--- config.mk ---
export PLATFORM = sky130hd
export DESIGN_NAME = pc_branch_unit
export DESIGN_NICKNAME = d
export VERILOG_FILES = /design/src/rtl/pc_branch_unit.sv
export SDC_FILE = /design/constraint.sdc
export NUM_CORES = 1
export LEC_CHECK = 0
export BUFFER_PORTS_ARGS = -buffer_cell sky130_fd_sc_hd__buf_4
export CAP_MARGIN = 0
export CORE_ASPECT_RATIO = 1.75
export CORE_MARGIN = 2
export CORE_UTILIZATION = 40
export DETAILED_ROUTE_END_ITERATION = 10
export GPL_TIMING_DRIVEN = 0
export SYNTH_ARGS = -nofsm -noshare
export SYNTH_HDL_FRONTEND = slang
export SYNTH_SLANG_ARGS = --single-unit
--- constraint.sdc ---
create_clock -name clk -period 5.2 [get_ports clk]
set_input_delay 0.26 -clock clk [delete_from_list [all_inputs] [get_ports clk]]
set_output_delay 0.26 -clock clk [all_outputs]
set_load 0.01 [all_outputs]
--- src/rtl/pc_branch_unit.sv ---
// Program counter / next-PC unit for the SISC datapath: PC register, branch targets, redirect pulse, sticky wrap flag.
// Optional taken-branch saturating counter enabled by defining PC_BRANCH_CNT_EN.
module pc_branch_unit #(
    parameter int ADDR_W = 16,
    parameter int IMM_W  = 16,
    parameter int CNT_W  = 16
) (
    input  logic              clk,
    input  logic              rst,
    input  logic              pc_rst,
    input  logic              pc_write,
    input  logic              pc_sel,
    input  logic              br_sel,
    input  logic [IMM_W-1:0]  imm,
    input  logic              halt,
    output logic [ADDR_W-1:0] pc_out,
    output logic [ADDR_W-1:0] pc_prev,
    output logic              redirect,
    output logic              wrap,
    output logic [CNT_W-1:0]  br_count
);

    logic [ADDR_W-1:0] offset;
    logic [ADDR_W-1:0] seq_pc;
    logic [ADDR_W-1:0] rel_pc;
    logic [ADDR_W-1:0] br_target;
    logic              br_load;

    // Sign-extending an ADDR_W offset to ADDR_W bits is the identity, so the
    // modular add below already performs signed relative addressing.
    // pc_out already points past the branch instruction (incremented at fetch),
    // so the offset is applied to it directly.
    assign offset    = imm[ADDR_W-1:0];
    assign seq_pc    = pc_out + 1'b1;
    assign rel_pc    = pc_out + offset;
    assign br_target = br_sel ? offset : rel_pc;
    assign br_load   = !rst && !pc_rst && !halt && pc_write && pc_sel;

    always_ff @(posedge clk) begin
        if (rst) begin
            pc_out   <= '0;
            pc_prev  <= '0;
            redirect <= 1'b0;
            wrap     <= 1'b0;
        end else if (pc_rst) begin
            pc_out   <= '0;
            pc_prev  <= '0;
            redirect <= 1'b0;
        end else if (halt || !pc_write) begin
            redirect <= 1'b0;
        end else if (pc_sel) begin
            pc_out   <= br_target;
            pc_prev  <= pc_out;
            redirect <= 1'b1;
        end else begin
            pc_out   <= seq_pc;
            pc_prev  <= pc_out;
            redirect <= 1'b0;
            if (&pc_out)
                wrap <= 1'b1;
        end
    end

`ifdef PC_BRANCH_CNT_EN
    always_ff @(posedge clk) begin
        if (rst)
            br_count <= '0;
        else if (br_load && !(&br_count))
            br_count <= br_count + 1'b1;
    end
`else
    logic unused_br_load;
    assign unused_br_load = br_load;
    assign br_count = {CNT_W{1'b0}};
`endif

endmodule

======== Yosys cells after proc, flatten, opt, wreduce, memory -nomap -nowiden ========
Cells that the tools add are included.
cells by class
  add/sub/neg operators ................... 2
  muxes and demuxes ....................... 3
  bitwise logic cells ..................... 3
  reduce and logical (&&, ||, !) cells .... 5
operator list
  kind                                                              number
  16-bit two-way mux                                                2
  19-bit AND reduction                                              1
  16-bit by 1-bit adder with 16-bit output (second input constant)  1
  16-bit adder                                                      1
  1-bit inverter                                                    3
  3-bit OR reduction                                                1
  2-bit OR reduction                                                1
  1-bit zero test                                                   1
  1-bit logical OR                                                  1
  1-bit two-way mux                                                 1
word-level totals
  register bits after elaboration ......... 34
  bits of input ports ..................... 23
  output and inout bits ................... 50
  word-level logic and storage cells ...... 17

======== Logic depth before layout (Yosys ltp) ========
  depth in word-level cells ............... 4
  depth in mapped cells ................... 8
  mapped depth without buffers ............ 8

======== Least setup slack after synthesis ========
No wires, ideal clock.
  kind .................................... reg-to-reg
  from .................................... register pc_out[0]
  to ...................................... register pc_out[8]
  setup time .............................. 103 ps
  arrival ................................. 2059 ps
  data required time ...................... 5097 ps
  slack ................................... 3038 ps
  cell stages (with the launch flop) ...... 9
  buffers on the path ..................... 0
  clock period less this slack ............ 2162 ps
  path through ............................ dfxtp_1 ha_1 fa_1 a21oi_1 o21ai_1 a21o_1 a21oi_1 mux2i_1 a2111oi_2
on the way
  longest elaborated chain between the ends .. 3
  elaborated cells between the ends (all ways) .. 4
  those cells by class .................... add/sub: 2; mux: 2
ends and longest elaborated chain
  what                    RTL line  RTL
  from (decl)             16        output logic [ADDR_W-1:0] pc_out,
  from (signal assigned)  52        pc_out <= br_target;
  from (signal assigned)  56        pc_out <= seq_pc;
  16-bit adder            35        assign rel_pc = pc_out + offset;
  16-bit two-way mux      36        assign br_target = br_sel ? offset : rel_pc;
  16-bit two-way mux (*)  51        end else if (pc_sel) begin
Every way passes the cells marked *; elsewhere a longest branch is shown, timed or not.
A chain may end at the register's enable or synchronous reset.

======== Worst setup path after layout ========
  from .................................... register pc_out[0]
  to ...................................... register pc_out[10]
Same word-level chain as after synthesis.

==> summary.txt <==
Outcome
  – Status: completed

Clock tree
  – Sink Count: 34
  – Worst-path clk slew: 0.05 ns
  – Root buffer cell: clkbuf_16
  – TritonCTS Buffers: 5
  – Post-CTS setup buffer count: 0
  – Post-CTS Resized: 0
  – H-tree depth: 2
  – CTS tree: yes
  – Clk_lat worst skew: around 0.28 ns
  – CTS Hold Bufs: 0
  – CTS Buffer Depth: 2

Power and ir drop
  – Sw frac: 0.278
  – Switching Power: 0.000196 W
  – Leak: 1.50 nW
  – Clock power share: 0.426
  – Gate power share: 0.190
  – Power Density: approximately 210 nW/um^2
  – Reg power frac: 0.384
  – VDD IR max: roughly 0.17 mV
  – Internal cell power: 0.000509 W

Yosys
  – FF+latch count, synth: 34
  – Syn Inst Count: 362
  – Synth unique cells: 55
  – Synth warnings: 0
  – Share of the synthesized area in the top cell type: 0.254
  – Post-synthesis sequential area ratio: 0.254
  – Avg Synthesized Cell Area: 7.41 um^2
  – Number of flops mapped to enable cells by yosys: 0
  – FFs w/ async S/R, synth: 0
  – Synthesized area: 2680 um^2
  – Top cell type by total area after synthesis: dfxtp_1
  – Ranking of synthesized cells by area: dfxtp_1 25%, a21oi_1 7.5%, ha_1 7.5%
  – Most used DFF post-synth: dfxtp_1

Drt
  – Antenna-violating nets left: 0
  – Routed WL: 8.48 mm
  – Detailed Routing Iterations Pass 1: 5
  – Wire length per cell: 16.2 um
  – Vias per cell: around 5.6
  – Via Count: 2913
  – Initial DRC count: 186
  – Drt drc: 0

Critical path
  – Max FO, Critical Path: 6
  – FF-to-FF path depth: 8
  – Worst Path Arrival: ~2.8 ns
  – R2R Path Start: pc_out[0]
  – Worst path cell trace: ha_1 -> fa_1 -> a21oi_1 -> o211ai_1 -> a31oi_1 -> xor2_1 -> a221oi_1 -> a31o_2
  – Buf/Inv on CP: 0
  – Critical Path Sink Type: flop
  – Cell depth of the worst setup path: 8
  – CP max stage delay: 0.50 ns
  – Critical path origin: pc_out[0]
  – Cell family with most CP delay: compound AO/OA/AOI/OAI gates
  – Slowest CP cell: a221oi_1
  – Worst EP required: 5.42 ns
  – Crit Path Class: flop to flop
  – Startpoint Class: flop

Finish
  – Share of cells above drive strength 1: 0.218
  – Final Net Count: 480
  – Layout area overhead: 27.3%
  – Design area: 3410 um^2
  – Fill count: 702
  – Commonest non-fill, non-tap cell in the layout: buf_4
  – Post-layout util: 0.526
  – Antenna diodes: 0
  – Most frequent cells in the layout: 74 x buf_4, 52 x nand2_1, 40 x a21oi_1, 34 x dfxtp_1, 27 x nor2_1

STA
  – Final setup fails: 0
  – Final Hold Slack: 0.155 ns
  – Slew at the pin closest to its max-slew limit: 0.538 ns
  – Fin crit period: 2.59 ns
  – RSZ-0062 raised after global routing: no
  – Final hold violations: 0
  – Final Max Tran Viols: 0
  – Max_slew headroom: 0.641
  – TNS Setup: 0 ns
  – Worst Slack Setup Final: 2.61 ns
  – Max Freq: 386 MHz
  – Final worst path period share: 0.498
  – Clock skew: approximately 0.0024 ns

Placement
  – RePlAce Congestion: 0.870
  – Place WS: 2.69 ns
  – Area post-placement: 3260 um^2
  – Estimated wirelength of the detail-placed design: between 6 and 7 mm
  – # port buffers: 56

Floorplan
  – Starting Density: 0.413
  – Chip Width: 65.9 um
  – Num ports: 73
  – Die Span Y: 112 um
  – Die area: 7400 um^2
  – Rows: 39
  – Core Region: 6490 um^2

GRT
  – Global Route Usage Sum: 0.235
  – Largest net degree at the start of global routing: 12
  – Initial antenna violation count: 0
  – GR Overflow Total: 0
  – First-pass GRT wire length: 13.4 mm
  – Number of global-route vias before repair: 2699

Worst hold path
  – Hold path depth: 2
  – Hold Startpoint: rst
  – HP Class: input port to flop

Flow run
  – Max_cap viols: 0
==> metal layers <==
metal  track usage  vias to the layer above  routed length, um
li1              -                     1450                  -
met1         0.262                     1342               3140
met2         0.430                      102               4670
met3        0.0391                       19                405
met4        0.0917                        0                265
met5             0                        -                  0
==> kinds of logic (layout without fill, tap and decap cells) <==
family,count (synthesis),in the layout,synth area share
simple gates,126,126,0.219
compound gates,125,125,0.303
buf+inv,46,110,0.0961
flops,34,34,0.254
fa+ha+maj,17,17,0.0821
xor+xnor,9,9,0.0294
mux,4,4,0.0149
other cells,1,16,0.00140
==> area by class of cell <==
type                       count  area (um^2)  area share
clock buffer                   6          139      0.0407
multi-input combinational    297         1800       0.527
tap                           82          103      0.0301
buffer                        39          231      0.0678
inverter                       7         26.3     0.00770
clock inverter                 2         12.5     0.00367
timing repair buffer          56          420       0.123
sequential                    34          681       0.199
==> sequential cells by signal (all words and copies together), names as in the netlist <==
register	flops
pc_prev	16
wrap	1
pc_out	16
redirect	1
==> synth_stat cells, types with 4 or more instances <==
| cell type | number |
|---|---|
| ha_1 | 16 |
| mux2i_1 | 4 |
| o21ai_0 | 26 |
| o21a_1 | 5 |
| xnor2_1 | 4 |
| a211oi_1 | 6 |
| clkbuf_1 | 17 |
| xor2_1 | 5 |
| inv_1 | 6 |
| o211ai_1 | 4 |
| dfxtp_1 | 34 |
| a31oi_1 | 9 |
| and3_1 | 5 |
| nor3_1 | 5 |
| nand3_1 | 11 |
| buf_4 | 18 |
| a21o_1 | 8 |
| nor2_1 | 27 |
| a21oi_1 | 40 |
| nand2_1 | 52 |
| nand4_1 | 6 |
==> path summary, 6_finish.rpt <==
check	endpoint	slack [ns]
worst max register to register	pc_out[10]	2.61
worst min register to register	pc_prev[11]	0.45
worst min-delay path	wrap	0.16
worst max-delay path	pc_out[10]	2.61
==> power by group through the flow <==
stage / Combinational (W) / Sequential (W) / Clock (W)
finish: 0.000134 / 0.000270 / 0.000300
global route: 0.000148 / 0.000271 / 0.000317
CTS: 0.000134 / 0.000270 / 0.000306
detailed placement: 0.000133 / 0.000276 / 0
global placement: 0.000133 / 0.000276 / 0
floorplan: 0.0000865 / 0.000275 / 0
==> stage by stage <==
stage          power [W]  instances
2_1_floorplan   0.000362        377
3_3_place_gp    0.000409        515
3_5_place_dp    0.000409        515
4_1_cts         0.000710        523
5_1_grt         0.000736        523
6_report        0.000705        523
==> worst register-to-register path: stages (launching register included) <==
cell and delay [ns]:
dfxtp_1 0.38, ha_1 0.26, fa_1 0.43, a21oi_1 0.25
o211ai_1 0.18, a31oi_1 0.27, xor2_1 0.11, a221oi_1 0.50
a31o_2 0.17
Power figures use the tool's default switching activity.
